--- config.mk ---
export PLATFORM = sky130hd
export DESIGN_NAME = program_loader
export DESIGN_NICKNAME = d
export VERILOG_FILES = /design/src/rtl/program_loader.sv
export SDC_FILE = /design/constraint.sdc
export NUM_CORES = 1
export LEC_CHECK = 0
export BUFFER_PORTS_ARGS = -buffer_cell sky130_fd_sc_hd__buf_4
export CAP_MARGIN = 15
export CORE_ASPECT_RATIO = 0.7
export CORE_MARGIN = 5
export CORE_UTILIZATION = 45
export CTS_BUF_LIST = sky130_fd_sc_hd__clkbuf_2
export DETAILED_ROUTE_END_ITERATION = 7
export PLACE_DENSITY_LB_ADDON = 0.12
export SLEW_MARGIN = 20
export SYNTH_ARGS = -nofsm -noshare
export SYNTH_HDL_FRONTEND = slang
export SYNTH_SLANG_ARGS = --single-unit
export TNS_END_PERCENT = 5
--- constraint.sdc ---
create_clock -name clock -period 2.62 [get_ports clock]
set_clock_uncertainty 0.05 [all_clocks]
set_input_delay 0.393 -clock clock [delete_from_list [all_inputs] [get_ports clock]]
set_output_delay 0.393 -clock clock [all_outputs]
set_load 0.005 [all_outputs]
--- src/rtl/program_loader.sv ---
// program_loader: streams a program image into instruction memory, reads it back
// against a running checksum, and only then releases the core.
module program_loader #(
  parameter int ADDR_W = 9,
  parameter int DATA_W = 16,
  parameter int RD_LAT = 2
) (
  input  logic              clock,
  input  logic              reset,
  input  logic              load_req,
  input  logic [DATA_W-1:0] word_in,
  input  logic              word_valid,
  input  logic              word_last,
  output logic              word_ready,
  output logic [ADDR_W-1:0] mem_addr,
  output logic [DATA_W-1:0] mem_data,
  output logic              mem_wren,
  output logic              mem_rden,
  input  logic [DATA_W-1:0] mem_q,
  output logic              core_start,
  output logic              done,
  output logic              error,
  output logic [1:0]        err_code,
  output logic [ADDR_W:0]   word_count
);
  typedef enum logic [2:0] {IDLE, LOAD, VERIFY, CHECK, RUN, ERR} state_t;
  state_t r_state, w_next;
  logic [DATA_W-1:0] r_checksum, r_vsum;
  logic [ADDR_W:0]   r_rd_idx;
  logic [RD_LAT-1:0] r_vld;
  logic w_acc, w_rd, w_vdone, w_start, w_top;
  always_ff @(posedge clock or posedge reset)
    if (reset) r_state <= IDLE;
    else r_state <= w_next;
  always_comb begin
    w_next = r_state;
    case (r_state)
      IDLE:    w_next = load_req ? LOAD : IDLE;
      LOAD:    w_next = !w_acc ? LOAD : word_last ? VERIFY : w_top ? ERR : LOAD;
      VERIFY:  w_next = w_vdone ? CHECK : VERIFY;
      CHECK:   w_next = (r_vsum == r_checksum) ? RUN : ERR;
      default: w_next = load_req ? LOAD : r_state;
    endcase
  end
  always_comb begin
    word_ready = r_state == LOAD;
    w_acc      = word_ready && word_valid;
    w_top      = word_count == {1'b0, {ADDR_W{1'b1}}};
    w_rd       = r_state == VERIFY && r_rd_idx < word_count;
    w_vdone    = r_state == VERIFY && r_rd_idx == word_count && !mem_rden && r_vld == '0;
    w_start    = load_req && (r_state == IDLE || r_state == RUN || r_state == ERR);
  end
  // Readback samples are tagged by a valid shift register so q is summed exactly RD_LAT cycles after rden.
  always_ff @(posedge clock or posedge reset)
    if (reset) begin
      mem_addr   <= '0;
      mem_data   <= '0;
      mem_wren   <= 1'b0;
      mem_rden   <= 1'b0;
      core_start <= 1'b0;
      done       <= 1'b0;
      error      <= 1'b0;
      err_code   <= 2'b00;
      word_count <= '0;
      r_checksum <= '0;
      r_vsum     <= '0;
      r_rd_idx   <= '0;
      r_vld      <= '0;
    end else begin
      mem_wren <= w_acc;
      mem_rden <= w_rd;
      r_vld    <= (r_vld << 1) | RD_LAT'(mem_rden);
      if (r_vld[RD_LAT-1]) r_vsum <= r_vsum + mem_q;
      if (w_acc) begin
        mem_addr   <= word_count[ADDR_W-1:0];
        mem_data   <= word_in;
        word_count <= word_count + (ADDR_W+1)'(1);
        r_checksum <= r_checksum + word_in;
      end
      if (w_rd) begin
        mem_addr <= r_rd_idx[ADDR_W-1:0];
        r_rd_idx <= r_rd_idx + (ADDR_W+1)'(1);
      end
      if (w_start) begin
        core_start <= 1'b0;
        done       <= 1'b0;
        error      <= 1'b0;
        err_code   <= 2'b00;
        word_count <= '0;
        r_checksum <= '0;
        r_vsum     <= '0;
        r_rd_idx   <= '0;
      end
      if (r_state == LOAD && w_next == ERR) begin
        error    <= 1'b1;
        err_code <= 2'b01;
      end
      if (r_state == CHECK && w_next == RUN) begin
        core_start <= 1'b1;
        done       <= 1'b1;
      end
      if (r_state == CHECK && w_next == ERR) begin
        error    <= 1'b1;
        err_code <= 2'b10;
      end
    end
endmodule

[Word level (Yosys, flattened, before mapping)]
Cells that the tools add are included.
W data, S select, Z words.
Word-level totals
  register bits: 88
  input port bits: 37
  output and inout bits: 43
  logic and storage cells: 74
Cells by class
  add/subtract/negate cells: 4
  equal/unequal tests: 10
  bitwise logic cells: 1
  mux-type cells: 25
  reductions and logical operators: 20
  $lt $le $gt $ge: 1
Operator list (count)
  $mux W16: 4
  $mux W10: 4
  $add A16 B16 Y16: 2
  $add A10 B1 Y10 const B: 2
  $mux W9: 2
  $eq A16 B16 Y1: 1
  $eq A3 B3 Y1 const B: 4
  $mux W3: 4
  $pmux W3 S4: 1
  $eq A10 B10 Y1: 1
  $eq A10 B9 Y1 const B: 1
  $lt A10 B10 Y1: 1
  $reduce_bool A2 Y1: 5
  $logic_and A1 B1 Y1: 9
  $mux W1: 7
  $eq A3 B2 Y1 const B: 2
  $mux W2: 3
  $eq A3 B1 Y1 const B: 1
  $logic_not A3 Y1: 1
  $reduce_bool A3 Y1: 1
  $logic_not A2 Y1: 1
  $logic_or A1 B1 Y1: 2
  $or A2 B1 Y2: 1
  $logic_not A1 Y1: 1

[Longest topological paths before layout]
Gate-level depths: netlist of run 1.
  word-level depth: 10
  mapped depth: 10
  gate-level depth less buffers: 10

[Worst setup path before layout of run 1]
Ideal clock, no wire load.
  kind: register -> register
  start: register r_checksum[1]
  end: register r_checksum[15]
  clock period less this slack: 2335 ps
  setup time: 118 ps
  buffers on the path: 0
  data required time: 2452 ps
  arrival: 2167 ps
  cell stages (with the launch flop): 9
  path slack: 285 ps
  path through: dfrtp_1 ha_1 a211oi_1 o21bai_1 a2111oi_2 o31ai_1 xnor2_1 mux2_2 a21o_1
On the way
  word-level cells in the longest chain between the ends: 3
Ends and longest elaborated chain
  from (decl): line 28  | logic [DATA_W-1:0] r_checksum, r_vsum;
  from (signal assigned): line 78  | r_checksum <= r_checksum + word_in;
  $add A16 B16 Y16: line 78
  $mux W16: line 74  | if (w_acc) begin
  $mux W16: line 84  | if (w_start) begin
No other way between the ends. The select of a mux whose other input is x is not followed.
A chain may end at the register's enable or synchronous reset.

[Worst setup path in the final report of run 1]
  start: input port word_in[2]
  end: register r_checksum[14]
On the way
  word-level cells in the longest chain between the ends: 3
Ends and longest elaborated chain
  from (decl): line 11  | input logic [DATA_W-1:0] word_in,
  $add A16 B16 Y16: line 78
  $mux W16: line 74
  $mux W16: line 84
No other way between the ends. The select of a mux whose other input is x is not followed.

==> flow_summary.ini, run 1 <==
[route]
vias = 4684
drt_first_pass_iters = 4
drc = 0
wl_mm = 14.2
avgRoutedWirePerCell_um = 16.4
first_iter_violations = 226
vias_per_cell = 5.42
ant_nets = 0

[clock_network]
cts.sinks = 88
cts_tree = done
clk_latency_ns = 0.54
path_clk_slew_ns = 0.23
clockBufferDepth = 2
htreeDepth = 3
cts-root-buf = clkbuf_2
cts-buffers-inserted = 9

[placement]
gp_congestion = 0.893
dp.cells = 830
dp_slack_ns = 0.0203
dp.final_hpwl_mm = 10.6
portBuffers = 79

[timing]
tightest_slew_ns = 0.609
min_period_over_period_pct = 97.7
max_slew_margin_pct = 58.8
timing.fmax_mhz = 391
fin_crit_ns = 2.56
final_hold_viol_count = 0
rsz0062_at_grt = no
setup_violations = 0
drv_slew = 0
tns_ns = 0
fin_ws_ns = 0.0603

[synthesis]
netlist_top_cells_area = dfrtp_1, ha_1, nand2_1
yosys_warnings = 0
synth_ff_type = dfrtp_1
synth_area_per_cell_um2 = 9.08
synthArstFlopShare_pct = 100
synth_seq_cells = 88
synth_fp_nets = 679
seq_area_frac_synth_pct = 40.6
ys_types = 57
synth_common_cells = nand2_1, dfrtp_1, ha_1, nor2_1, o21ai_0
yosys.area.top_type = dfrtp_1
synth_cells = 598
synth_most_common_cell = nand2_1
synth_area_um2 = 5430
yosys.area.top_type_share_pct = 40.6
synth_edf_count = 0

[setup_path]
arrival_ns = 2.96
critPathMaxStageDelay_ns = 0.53
critical_path_required_ns = 3.02
cp_max_fo = 3
crit_type = in -> reg
start_kind = input port
end_kind = flop
cp_slowest_cell = dlygate4sd3_1
path_cells = dlygate4sd3_1 -> buf_4 -> ha_1 -> buf_4 -> nor2b_2 -> o31a_1 -> nor2_1 -> o31ai_2 -> a221oi_1 -> xor2_1 -> o21ai_1
timing.critical_path.mode_cell = buf_4

[die]
initial_core_util_pct = 46.1
coreArea_um2 = 11800
die_area_um2 = 14400
num_rows = 33
ios = 80
die_w_um = 141
fp.dieH_um = 102

[finish]
num_antenna_cells = 0
nets = 784
area_delta_synth_final_pct = 21.9
drive_gt1_share_pct = 19.4
layout.cells.non_filler = 864

[pwr]
seqPwrFrac_pct = 38.0
power.clock.fraction_pct = 12.0
internal_power_w = 0.00326
cellPowerDensity_nw_per_um2 = 850
power_switching_w = 0.00237
leakage_nw = 3.28
p_sw_share_pct = 42.1
power_frac_comb_pct = 50.0
ir_drop_uv = 385

[grt]
grt_max_degree = 58
antenna_found_initial = 0
grt_pass1_vias = 4630
top_usage_layer = met1
grt_use_total_pct = 20.5
grt_pass1_wl_mm = 23.4
grt_use_met3_pct = 5.29
use_met1_pct = 30.4
grt.overflow.total = 0
grt_util_met2_pct = 30.3

[run_status]
status = complete, no violations

[hold_path]
min-delay-path-class = in -> reg

[job]
drv_cap = 0
[flip-flops by register name, summed over array words and instances, names as in the netlist]
register	count
done	1
err_code	2
error	1
mem_addr	9
mem_data	16
mem_rden	1
mem_wren	1
r_checksum	16
r_rd_idx	10
r_state	3
r_vld	2
r_vsum	16
word_count	10
[final cells by class]
| cell class | instances | area (um2) |
|---|---|---|
| clock inverter | 4 | 46.3 |
| fill | 1040 | 5150 |
| inverter | 28 | 109 |
| timing repair buffer | 118 | 956 |
| tap | 157 | 196 |
| multi-input combinational | 458 | 3050 |
| clock buffer | 11 | 55.1 |
| sequential | 88 | 2200 |
[kinds of logic after synthesis]
| kind of cell | share of synthesized area [%] |
|---|---|
| AND/OR/NAND/NOR | 18.8 |
| AO/OA/AOI/OAI | 15.4 |
| flip-flops | 40.6 |
| buffers and inverters | 3.90 |
| XOR/XNOR | 7.75 |
| adder cells (fa/ha/maj) | 10.4 |
| multiplexers | 3.18 |
[worst max-delay path, delay by kind of cell]
family	cells	cell delay [ns]
buf+inv	3	0.82
xor+xnor	1	0.20
compound gates	4	0.83
fa+ha+maj	1	0.30
simple gates	2	0.41
[power groups by stage]
stage / logic [W] / registers, W / clock network, W
3_3_place_gp: 0.00270 / 0.00214 / 0
6_report: 0.00281 / 0.00213 / 0.000676
3_5_place_dp: 0.00275 / 0.00216 / 0
2_1_floorplan: 0.00189 / 0.00204 / 0
5_1_grt: 0.00316 / 0.00219 / 0.000752
4_1_cts: 0.00280 / 0.00213 / 0.000703
[what timing repair did]
action	4_1_cts	5_1_grt
endpoints found under the hold margin	37	0
endpoints found under the setup margin	0	11
buffers inserted	0	1
hold buffers	18	0
resized for setup	0	9
[layer usage]
layer  wire length (um)  part of all wire [%]
met1               7210                    51
met2               5840                    41
met3                993                   7.0
met4                148                   1.0
met5                  0                     0
[path summary, 6_finish.rpt]
check	from	to	slack, ns	depth (start not counted)
worst max-delay path	word_in[2]	r_checksum[14]	0.06	11
worst min-delay path	mem_q[0]	r_vsum[0]	0.15	4
worst max register to register	r_checksum[2]	r_checksum[14]	0.12	9
worst min register to register	r_vld[0]	r_vld[1]	0.37	0
max in group asynchronous	reset	r_rd_idx[6]	1.51	4
min in group asynchronous	reset	mem_data[15]	0.33	3
[stage by stage]
step / utilization (%) / hold WS (ns) / power, W / area (um2)
floorplan: - / 0.305 / 0.00392 / 5430
CTS: 55.9 / 0.0953 / 0.00563 / 6570
finish: 56.2 / 0.151 / 0.00562 / 6620
global route: 56.2 / 0.127 / 0.00610 / 6620
detailed placement: 53.5 / 0.319 / 0.00490 / 6290
global placement: 53.5 / 0.314 / 0.00484 / 6290
[cell usage in the layout (no fill, tap or decap), drive strengths merged, types with 4 or more instances in the layout]
cell type and n:
nand3 27, clkbuf 11, nand2 97, o21bai 4, inv 27, dlygate4sd3 18, nor4 6, o211ai 4
o31ai 8, o21ai 40, xor2 24, a21o 9, nor2 43, a31oi 11, ha 42, nand4 6
nor3 13, dfrtp 88, a21oi 27, nor2b 5, a211oi 5, and3 4, mux2i 15, buf 100
nand2b 6, or3 6, xnor2 24, o21a 7
(Power assumes the default switching activity.)
==> run 2, diff against run 1 <==
==> constraint.sdc (replaced) <==
create_clock -name clock -period 2.62 [get_ports clock]
set_clock_uncertainty 0.05 [all_clocks]
set_input_delay 0.262 -clock clock [delete_from_list [all_inputs] [get_ports clock]]
set_output_delay 0.262 -clock clock [all_outputs]
set_load 0.005 [all_outputs]
==> run 2 against run 1 <==
Compared with the run above: largest cell class unchanged; sequential power is essentially flat; fmax grew 2.5%; first-iteration DRC count grew 30%; cell count shrank 0.23%; critical path type is now reg -> reg; highest routed layer unchanged; clock power grew 3.7%; combinational power is essentially flat; count of clock-buffer cells in the layout shrank 1; via count shrank 0.36%; global-route usage grew 0.56 points.
==> flow_summary.ini, run 2 (same netlist as run 1, synthesis figures left out) <==
[finish]
multi_input_area_um2 = 3040
reg_top3 = mem_data (16), r_checksum (16), r_vsum (16)
fill_cells = 1076
nets = 781
final_cell_area_um2 = 6590
drive_gt1_share_pct = 18.6
regArea_um2 = 2200
area_delta_synth_final_pct = 21.5
layout_common_cells = nand2_1, buf_4, dfrtp_1
final_common_cell = nand2_1
num_antenna_cells = 0
layout.cells.non_filler = 862

[pwr]
power.total_w = 0.00566
ir_drop_uv = 426
cellPowerDensity_nw_per_um2 = 858
leakage_nw = 3.26

[timing]
tightest_slew_ns = 0.635
timing.fmax_mhz = 400
max_slew_margin_pct = 57.6
rsz0062_at_grt = no
fin_ws_ns = 0.122
drv_slew = 0
setup_violations = 0
final_hold_viol_count = 0
tns_ns = 0
min_period_over_period_pct = 95.4
fin_crit_ns = 2.50

[clock_network]
path_clk_slew_ns = 0.25
cts_setup_buffers = 0
cts-root-buf = clkbuf_2
cts_tree = done
clk_latency_ns = 0.55
clockBufferDepth = 2
htreeDepth = 3
cts.sinks = 88
cts-buffers-inserted = 9

[route]
drt_first_pass_iters = 4
dr_wl_met3_um = 832
first_iter_violations = 294
vias = 4667
wl_mm = 14.5
ant_nets = 0
drc = 0
avgRoutedWirePerCell_um = 16.8
vias_per_cell = 5.41
wl_met1_mm = 7.64
wl_met2_mm = 5.91
topRoutingLayerUsed = met4

[placement]
placed_area_um2 = 6260
gp_congestion = 0.967
dp.cells = 826
dp.final_hpwl_mm = 10.7
dp_slack_ns = 0.0856
portBuffers = 79

[setup_path]
cp_max_fo = 3
crit_type = reg -> reg
critical_path_required_ns = 3.06
start_kind = flop
cp_slowest_cell = dfrtp_1
critPathMaxStageDelay_ns = 0.43
timing.critical_path.mode_cell = o21ai_0
arrival_ns = 2.94
reg2reg_depth = 10
path_cells = ha_1 -> inv_1 -> fa_1 -> nor2b_1 -> o31a_1 -> nor2_1 -> o31ai_1 -> o21ai_0 -> xor2_1 -> o21ai_0
end_kind = flop

[grt]
grt.overflow.total = 0
grt_use_total_pct = 21.0
grt_max_degree = 58
grt_pass1_vias = 4598
grt_pass1_wl_mm = 23.9
antenna_found_initial = 0

[run_status]
status = complete, no violations

[die]
initial_core_util_pct = 46.1
ios = 80
fp.dieH_um = 102
die_w_um = 141
die_area_um2 = 14400
num_rows = 33
coreArea_um2 = 11800

[hold_path]
min-delay-path-class = in -> reg
min_path_cells = 5

[job]
drv_cap = 0
==> run 2: changes by cell type in the layout (fill, tap and decap cells not counted), moves of 2 or more <==
cell,previous run,this run
dlygate4sd3_1,18,20
buf_4,98,93
o21ai_1,3,1
o21ai_0,37,39
clkinv_2,1,4
==> run 2: layer usage <==
metal | GRT usage [%] | up-vias
li1 | - | 2290
met1 | 32.8 | 2263
met2 | 30.3 | 104
met3 | 4.30 | 10
met4 | 4.17 | 0
met5 | 0 | -
==> run 2: worst paths after layout <==
check / start / to / slack (ns)
setup / recovery: r_checksum[0] / r_checksum[12] / 0.12
hold / removal: mem_q[15] / r_vsum[15] / 0.13
setup reg to reg: r_checksum[0] / r_checksum[12] / 0.12
hold reg to reg: mem_rden / r_vld[0] / 0.42
max in group asynchronous: reset / r_vsum[2] / 1.53
min in group asynchronous: reset / err_code[1] / 0.23
==> run 2: timing repair <==
item	4_1_cts	5_1_grt
gates resized for setup	0	4
endpoints found under the setup margin	0	4
hold buffers	20	0
hold endpoints to repair	57	0
==> run 2: worst max-delay path: cells and delay by family, from the launching register on <==
family / cells / cell delay [ns]
fa+ha+maj: 2 / 0.64
xor+xnor: 1 / 0.16
flops: 1 / 0.43
compound gates: 4 / 0.85
simple gates: 2 / 0.26
buf+inv: 1 / 0.08
==> run 2: layout make-up <==
class	count	share of cell area, %
multi-input combinational	458	46.1
clock buffer	10	0.759
clock inverter	6	0.911
sequential	88	33.4
inverter	28	1.61
timing repair buffer	115	14.2
tap	157	2.98
==> run 2: power breakdown <==
group / total, W / internal [W] / switching, W
Clock: 0.000701 / 0.000218 / 0.000483
Combinational: 0.00282 / 0.00128 / 0.00154
Sequential: 0.00214 / 0.00175 / 0.000393
==> run 2: per-stage QoR <==
stage | utilization, % | hold WS, ns
finish | 56.0 | 0.130
global route | 56.0 | 0.105
CTS | 55.8 | 0.0751
detailed placement | 53.2 | 0.320
global placement | 53.2 | 0.318
floorplan | - | 0.299
==> run 3, diff against run 2 <==
--- a/config.mk
+++ b/config.mk
@@ -12,7 +12,7 @@
 export CORE_UTILIZATION = 45
 export CTS_BUF_LIST = sky130_fd_sc_hd__clkbuf_2
 export DETAILED_ROUTE_END_ITERATION = 7
-export PLACE_DENSITY_LB_ADDON = 0.12
+export PLACE_DENSITY = 0.68
 export SLEW_MARGIN = 20
 export SYNTH_ARGS = -nofsm -noshare
 export SYNTH_HDL_FRONTEND = slang
==> run 3 against run 2 <==
Compared with the run above: cell area rose by 0.44%; sequential power barely moved; worst hold slack got worse by 0.066 ns; clock power barely moved; fmax rose by 1.5%; power rose by 0.20%; critical path depth fell by 1; critical endpoint is now r_rd_idx[4]; worst setup slack improved by 0.037 ns; first-iteration DRC count rose by 13%.
==> flow_summary.ini, run 3 (same netlist as run 1, synthesis figures left out) <==
[run_status]
status = complete, no violations

[timing]
max_slew_margin_pct = 57.0
fin_crit_ns = 2.46
min_period_over_period_pct = 93.9
setup_violations = 0
tightest_slew_ns = 0.644
tns_ns = 0
drv_slew = 0
fin_ws_ns = 0.159
rsz0062_at_grt = yes
final_hold_viol_count = 0
holdWs_ns = 0.0639
timing.fmax_mhz = 406

[route]
drc = 0
avgRoutedWirePerCell_um = 16.2
drt_first_pass_iters = 5
wl_mm = 14.0
vias = 4671
ant_nets = 0
vias_per_cell = 5.41
first_iter_violations = 332

[hold_path]
min-delay-path-class = in -> reg

[finish]
nets = 784
area_delta_synth_final_pct = 22.0
reg_top3 = mem_data (16), r_checksum (16), r_vsum (16)
fill_cells = 1084
num_antenna_cells = 0
utilization_pct = 56.3
drive_gt1_share_pct = 19.1
layout_common_cells = nand2_1, buf_4, dfrtp_1

[setup_path]
cp_slowest_cell = dfrtp_1
critical_path_required_ns = 3.07
arrival_ns = 2.92
crit_type = reg -> reg
end_kind = flop
critPathMaxStageDelay_ns = 0.44
cp_max_fo = 25
path_cells = inv_1 -> ha_1 -> a21o_1 -> a21o_1 -> a21oi_1 -> o2111ai_2 -> buf_12 -> or3_1 -> a21oi_1
cp_top_family = compound AO/OA/AOI/OAI gates
crit_buf_inv = 2
start_kind = flop

[pwr]
power_frac_comb_pct = 50.2
power.total_w = 0.00567
cellPowerDensity_nw_per_um2 = 856
ir_drop_uv = 372
power_switching_w = 0.00241
internal_power_w = 0.00326
seqPwrFrac_pct = 37.4
power.clock.fraction_pct = 12.4
leakage_nw = 3.28
p_sw_share_pct = 42.4

[placement]
gp_congestion = 0.889
portBuffers = 79
dp_slack_ns = 0.135
dp.final_hpwl_mm = 10.2

[clock_network]
cts-root-buf = clkbuf_2
clk_latency_ns = 0.57
htreeDepth = 3
cts-buffers-inserted = 9
cts.sinks = 88
cts_tree = done
path_clk_slew_ns = 0.25
clockBufferDepth = 2

[die]
num_rows = 33
die_w_um = 141
fp.dieH_um = 102
ios = 80
initial_core_util_pct = 46.1
die_area_um2 = 14400
coreArea_um2 = 11800

[job]
drv_cap = 0

[grt]
grt.overflow.total = 0
antenna_found_initial = 0
grt_use_total_pct = 20.4
grt_pass1_vias = 4481
grt_max_degree = 62
grt_pass1_wl_mm = 23.3
==> run 3: final cells by class <==
class	instances	area, um2	share of cell area, %
clock buffer	10	50.0	0.756
clock inverter	5	56.3	0.850
inverter	28	106	1.61
multi-input combinational	458	3050	46.1
sequential	88	2200	33.3
tap	157	196	2.97
timing repair buffer	118	961	14.5
==> run 3: path summary, 6_finish.rpt <==
kind / start / to / slack, ns / cells after the start
max in group asynchronous: reset / r_checksum[4] / 1.58 / 4
hold / removal: word_valid / mem_addr[7] / 0.06 / 4
setup reg to reg: word_count[3] / r_rd_idx[4] / 0.16 / 9
min in group asynchronous: reset / mem_addr[7] / 0.19 / 3
setup / recovery: word_count[3] / r_rd_idx[4] / 0.16 / 9
hold reg to reg: r_vld[0] / r_vld[1] / 0.37 / 0
==> run 3: power by group through the flow <==
stage / Clock, W / Sequential [W] / Combinational (W)
after floorplan: 0 / 0.00204 / 0.00189
after global placement: 0 / 0.00213 / 0.00269
after detailed placement: 0 / 0.00214 / 0.00276
after CTS: 0.000724 / 0.00211 / 0.00280
after global routing: 0.000780 / 0.00217 / 0.00320
final: 0.000700 / 0.00212 / 0.00285
==> run 3: stage by stage <==
| step | cell area, um2 | std cells |
|---|---|---|
| floorplan | 5430 | 598 |
| global placement | 6270 | 828 |
| detailed placement | 6270 | 828 |
| CTS | 6580 | 863 |
| global route | 6620 | 864 |
| finish | 6620 | 864 |
==> run 3: timing repair <==
action / CTS / global route
hold buffers: 20 / 0
setup endpoints to repair: 0 / 5
hold endpoints to repair: 52 / 0
resized for setup: 0 / 7
buffers inserted: 0 / 1
==> run 3: per-layer routing <==
metal,GRT usage [%],vias to the layer above,part of all wire (%)
li1,-,2314,-
met3,5.38,11,7.1
met1,31.0,2202,51
met4,4.47,0,0.77
met5,0,-,0
met2,29.1,144,41
==> run 3: worst min-delay path, cell delays in order <==
cell and delay, ns:
buf_4 0.09, nand2_2 0.05, inv_2 0.11, a221o_1 0.16
